## src/rtl/reg_file_access_arbiter.sv

```systemverilog
// ---------------------------------------------------------------------------
// reg_file_access_arbiter
//
// Purpose:
//   Shares a single 4x32 register file between port A (AXI4-Lite slave side)
//   and port B (local user logic). One access is in flight at a time. When both
//   ports request in the same IDLE cycle the winner is chosen round-robin, or
//   always A when FIXED_PRIORITY=1. Writes take two cycles (arbitrate, issue);
//   reads additionally capture the register-file data and hold it on the
//   winner's rdata/rvalid until the requester signals rready.
//
// Ports:
//   i_clock / i_aresetn           clock, asynchronous active-low reset
//   i_x_req/we/addr/wdata         request from port x (A or B), held until ack
//   o_x_ack                       one-cycle pulse when the access is issued
//   o_x_rdata / o_x_rvalid        read response, held until i_x_rready
//   i_x_rready                    read response accepted
//   o_rf_write_*                  register-file write strobe, address, data
//   o_rf_read_enable / _addr      register-file read strobe and address
//   i_rf_read_data                register-file data, valid one cycle after
//                                 the read strobe
//   o_grant                       {B,A} owner of the current transaction
//   o_busy                        high whenever a transaction is in progress
// ---------------------------------------------------------------------------
module reg_file_access_arbiter #(
  parameter int ADDR_WIDTH     = 4,
  parameter int DATA_WIDTH     = 32,
  parameter bit FIXED_PRIORITY = 1'b0
) (
  input  logic                  i_clock,
  input  logic                  i_aresetn,

  input  logic                  i_a_req,
  input  logic                  i_a_we,
  input  logic [ADDR_WIDTH-1:0] i_a_addr,
  input  logic [DATA_WIDTH-1:0] i_a_wdata,
  output logic                  o_a_ack,
  output logic [DATA_WIDTH-1:0] o_a_rdata,
  output logic                  o_a_rvalid,
  input  logic                  i_a_rready,

  input  logic                  i_b_req,
  input  logic                  i_b_we,
  input  logic [ADDR_WIDTH-1:0] i_b_addr,
  input  logic [DATA_WIDTH-1:0] i_b_wdata,
  output logic                  o_b_ack,
  output logic [DATA_WIDTH-1:0] o_b_rdata,
  output logic                  o_b_rvalid,
  input  logic                  i_b_rready,

  output logic                  o_rf_write_enable,
  output logic [ADDR_WIDTH-1:0] o_rf_write_addr,
  output logic [DATA_WIDTH-1:0] o_rf_write_data,
  output logic                  o_rf_read_enable,
  output logic [ADDR_WIDTH-1:0] o_rf_read_addr,
  input  logic [DATA_WIDTH-1:0] i_rf_read_data,

  output logic [1:0]            o_grant,
  output logic                  o_busy
);

  typedef enum logic [1:0] {
    S_IDLE    = 2'd0,
    S_ISSUE   = 2'd1,
    S_RD_WAIT = 2'd2,
    S_RESP    = 2'd3
  } state_t;

  state_t                  state_q, state_d;
  logic                    last_grant_q;   // 0: A was granted last, 1: B
  logic [1:0]              grant_q;        // {B,A}
  logic                    hold_we_q;
  logic [ADDR_WIDTH-1:0]   hold_addr_q;
  logic [DATA_WIDTH-1:0]   hold_wdata_q;
  logic [DATA_WIDTH-1:0]   a_rdata_q, b_rdata_q;
  logic                    a_rvalid_q, b_rvalid_q;

  logic                    any_req;
  logic                    pick_b;
  logic                    win_rready;

  assign any_req = i_a_req | i_b_req;

  // B wins when it is alone, or on a tie in round-robin mode when A was the
  // previous owner. Reset leaves last_grant at B so A wins the first tie.
  assign pick_b = i_b_req &
                  (~i_a_req | ((FIXED_PRIORITY == 1'b0) & ~last_grant_q));

  assign win_rready = grant_q[1] ? i_b_rready : i_a_rready;

  // State register
  always_ff @(posedge i_clock or negedge i_aresetn) begin
    if (!i_aresetn) begin
      state_q <= S_IDLE;
    end else begin
      state_q <= state_d;
    end
  end

  // Next-state logic
  always_comb begin
    state_d = state_q;
    case (state_q)
      S_IDLE:    if (any_req) state_d = S_ISSUE;
      S_ISSUE:   state_d = hold_we_q ? S_IDLE : S_RD_WAIT;
      S_RD_WAIT: state_d = S_RESP;
      S_RESP:    if (win_rready) state_d = S_IDLE;
      default:   state_d = S_IDLE;
    endcase
  end

  // Output logic: strobes and acks are single-cycle decodes of ISSUE
  always_comb begin
    o_a_ack           = (state_q == S_ISSUE) & grant_q[0];
    o_b_ack           = (state_q == S_ISSUE) & grant_q[1];
    o_rf_write_enable = (state_q == S_ISSUE) &  hold_we_q;
    o_rf_read_enable  = (state_q == S_ISSUE) & ~hold_we_q;
    o_busy            = (state_q != S_IDLE);
  end

  assign o_rf_write_addr = hold_addr_q;
  assign o_rf_write_data = hold_wdata_q;
  assign o_rf_read_addr  = hold_addr_q;
  assign o_grant         = grant_q;
  assign o_a_rdata       = a_rdata_q;
  assign o_b_rdata       = b_rdata_q;
  assign o_a_rvalid      = a_rvalid_q;
  assign o_b_rvalid      = b_rvalid_q;

  // Request capture, ownership and read-response registers
  always_ff @(posedge i_clock or negedge i_aresetn) begin
    if (!i_aresetn) begin
      last_grant_q <= 1'b1;
      grant_q      <= 2'b00;
      hold_we_q    <= 1'b0;
      hold_addr_q  <= '0;
      hold_wdata_q <= '0;
      a_rdata_q    <= '0;
      b_rdata_q    <= '0;
      a_rvalid_q   <= 1'b0;
      b_rvalid_q   <= 1'b0;
    end else begin
      case (state_q)
        S_IDLE: begin
          if (any_req) begin
            last_grant_q <= pick_b;
            grant_q      <= pick_b ? 2'b10 : 2'b01;
            hold_we_q    <= pick_b ? i_b_we    : i_a_we;
            hold_addr_q  <= pick_b ? i_b_addr  : i_a_addr;
            hold_wdata_q <= pick_b ? i_b_wdata : i_a_wdata;
          end
        end
        S_ISSUE: begin
          if (hold_we_q) grant_q <= 2'b00;
        end
        S_RD_WAIT: begin
          if (grant_q[1]) begin
            b_rdata_q  <= i_rf_read_data;
            b_rvalid_q <= 1'b1;
          end else begin
            a_rdata_q  <= i_rf_read_data;
            a_rvalid_q <= 1'b1;
          end
        end
        S_RESP: begin
          if (win_rready) begin
            a_rvalid_q <= 1'b0;
            b_rvalid_q <= 1'b0;
            grant_q    <= 2'b00;
          end
        end
        default: begin
          grant_q <= 2'b00;
        end
      endcase
    end
  end

endmodule

```

## config.mk

```make
export PLATFORM = sky130hd
export DESIGN_NAME = reg_file_access_arbiter
export DESIGN_NICKNAME = d
export VERILOG_FILES = /design/src/rtl/reg_file_access_arbiter.sv
export SDC_FILE = /design/constraint.sdc
export NUM_CORES = 1
export LEC_CHECK = 0
export CAP_MARGIN = 5
export CORE_MARGIN = 2
export CORE_UTILIZATION = 44
export DETAILED_ROUTE_END_ITERATION = 7
export PLACE_DENSITY = 0.9
export SLEW_MARGIN = 10
export SYNTH_ARGS = -nofsm -noshare
export SYNTH_HDL_FRONTEND = slang
export SYNTH_SLANG_ARGS = --single-unit
```

## constraint.sdc

```tcl
create_clock -name i_clock -period 5 [get_ports i_clock]
set_input_delay 0.75 -clock i_clock [delete_from_list [all_inputs] [get_ports i_clock]]
set_output_delay 0.75 -clock i_clock [all_outputs]
set_load 0.03 [all_outputs]
```

==> impl_metrics.tcl <==
set metrics [dict create \
    dr.pass1.iters 4 \
    min_period_ns 2.82 \
    critPathLaunch "state_q[0]" \
    crit_arrival_ns 2.07 \
    netlist_instances 301 \
    critPathBufInv 2 \
    p_leak_nw 2.91 \
    clock-sinks 108 \
    ys_seq_area_share_pct 58.3 \
    cpLargestDelayFamily "buffers and inverters" \
    fin_nets 633 \
    setup_violations 0 \
    h-tree-depth 3 \
    cts_tree "done" \
    grt_usage_pct 19.7 \
    drtIter0Drc 112 \
    cts_buffer_depth 2 \
    placed_area_mm2 0.00692 \
    cts_resized 0 \
    ys_types 24 \
    status "finished clean" \
    worst_setup_path_start_kind "flip-flop" \
    crit_chain "inv_1, nor3_1, clkdlybuf4s50_1" \
    tns_ns 0 \
    post-dp-hpwl_um 8400 \
    routed_wl_um 11200 \
    worstMarginPinSlew_ns 0.889 \
    p_per_area_mw_per_mm2 696 \
    finClkSkew_ns 0.0162 \
    finalPower_mw 4.98 \
    antenna_cells 0 \
    ios 225 \
    drv_cap 0 \
    yosysWarnings 0 \
    grt_pass1_vias 3478 \
    wl_per_cell_um 17.0 \
    critPathMaxFanout 11 \
    drive_above_1_share_pct 31.2 \
    start_util_pct 45.1 \
    clock_latency_ns 0.37 \
    postRouteAntennaNets 0 \
    crit_type "reg2out" \
    timing.final.hold_violations 0 \
    area_growth_pct 54.4 \
    cts_setup_buffers 0 \
    die_h_um 107 \
    holdWs_ns 0.479 \
    hp-class "in2async" \
    clockRootBuffer "clkbuf_8" \
    slew_viol_final 0 \
    slowest_stage "clkdlybuf4s50_1" \
    slowest_delay_ns 0.73 \
    rsz0062_at_grt "false" \
    rows 37 \
    clkTransAtPathRegs_ns 0.11 \
    antenna_found_initial 0 \
    io_buffers 224 \
    grt_max_degree 72 \
    routabilityCongestion 0.764 \
    min_period_over_period_pct 56.4 \
    syn_area_per_cell_um2 15.4 \
    dp.cells 645 \
    holdBufCountCts 0 \
    clock.fmax_ghz 0.354 \
    num-fill-cells 746 \
    dp_slack_ns 1.81 \
    fin_cells 662 \
    die_area_mm2 0.0114 \
    syn_area_mm2 0.00464 \
    ir_drop_uv 378 \
    multiInputGateArea_mm2 0.00176 \
    regArea_mm2 0.00270 \
    fin_area_mm2 0.00716 \
    synth_nets 413 \
    crit_path_end_kind "output pin" \
    cts-buffers-inserted 9 \
    vias_per_cell 4.95 \
    synth_seq_cells 108 \
    grt_pass1_wl_um 17500 \
    setup_ws_ns 2.18 \
    grt-ovfl-total 0 \
    drc 0 \
    die_w_um 107 \
    core_area_mm2 0.0103 \
    vias 3277 \
    r2r-start "state_q[0]" \
    timing.slew.headroom_pct 40.7 \
    crit_required_ns 4.25 \
    utilization_pct 69.6 \
]
[per-layer routing]
metal,up-vias,GRT usage [%],part of all wire [%]
li1,1506,-,-
met1,1613,22.5,39
met2,143,34.0,50
met3,15,8.02,10
met4,0,5.66,1.5
met5,-,0,0
[cell families after synthesis]
| logic type | after synthesis | share of synthesized area [%] |
|---|---|---|
| AND/OR/NAND/NOR | 14 | 1.97 |
| multiplexers | 139 | 33.7 |
| AO/OA/AOI/OAI | 16 | 2.16 |
| flip-flops | 108 | 58.3 |
| buffers and inverters | 24 | 3.81 |
[cell usage after synthesis (all sizes together)]
library cell / count / area, um^2
buf: 20 / 161
o21ai: 8 / 40.0
inv: 4 / 15.0
mux2i: 1 / 10.0
a2bb2oi: 1 / 8.76
a21oi: 3 / 15.0
a21bo: 1 / 10.0
a21boi: 1 / 11.3
and3: 2 / 12.5
nor3: 4 / 42.5
a22o: 1 / 8.76
dfstp: 1 / 26.3
nand3: 1 / 5.00
a31oi: 1 / 6.26
nor2: 3 / 11.3
mux2: 138 / 1550
nand2b: 1 / 6.26
nor2b: 1 / 6.26
nand2: 2 / 7.51
dfrtp: 107 / 2680
[final cells by class]
class,count,share of cell area [%]
clock inverter,6,0.979
inverter,4,0.210
clock buffer,10,1.92
timing repair buffer,229,32.1
tap,136,2.38
sequential,108,37.8
multi-input combinational,169,24.6
[where the power goes]
| part | internal, mW | switching, mW | leakage, nW |
|---|---|---|---|
| sequential | 1.33 | 0.267 | 1.27 |
| combinational | 1.35 | 1.48 | 1.54 |
| clock | 0.250 | 0.300 | 0.107 |
[cells in the final DEF, fill, tap and decap left out, types with 2 or more instances in the layout]
| cell type | synthesis | final |
|---|---|---|
| a21oi_1 | 3 | 3 |
| and3_1 | 2 | 2 |
| buf_4 | 12 | 5 |
| clkbuf_8 | 0 | 10 |
| clkdlybuf4s50_1 | 0 | 223 |
| clkinv_4 | 0 | 2 |
| dfrtp_1 | 107 | 107 |
| inv_1 | 4 | 4 |
| inv_6 | 0 | 2 |
| mux2_2 | 137 | 137 |
| nand2_1 | 2 | 2 |
| nor2_1 | 3 | 3 |
| nor3_1 | 2 | 2 |
| nor3_4 | 2 | 2 |
| o21ai_0 | 8 | 8 |
[worst reg2reg max path, stage by stage, from the launching register on]
cell and delay, ns:
dfrtp_1 0.61, inv_1 0.15, nand3_1 0.67, buf_4 0.39, mux2_2 0.38
[worst paths after layout]
kind	slack [ns]	cells after the start	end
max	2.18	3	o_rf_read_enable
min	0.48	1	o_rf_write_data[14]
max reg2reg	2.70	4	o_b_rdata[27]
min reg2reg	0.51	1	o_rf_write_data[23]
max in group asynchronous	3.46	2	o_b_rdata[11]
min in group i_clock	0.51	1	o_rf_write_data[23]
[state kept, by name, indices dropped and copies added, names as in the netlist, named ones only]
name	flops
o_a_rvalid	1
o_rf_read_addr	4
o_a_rdata	32
hold_we_q	1
o_b_rvalid	1
o_rf_write_data	32
o_b_rdata	32
last_grant_q	1
state_q	1
o_grant	2
Power figures use the tool's default switching activity.
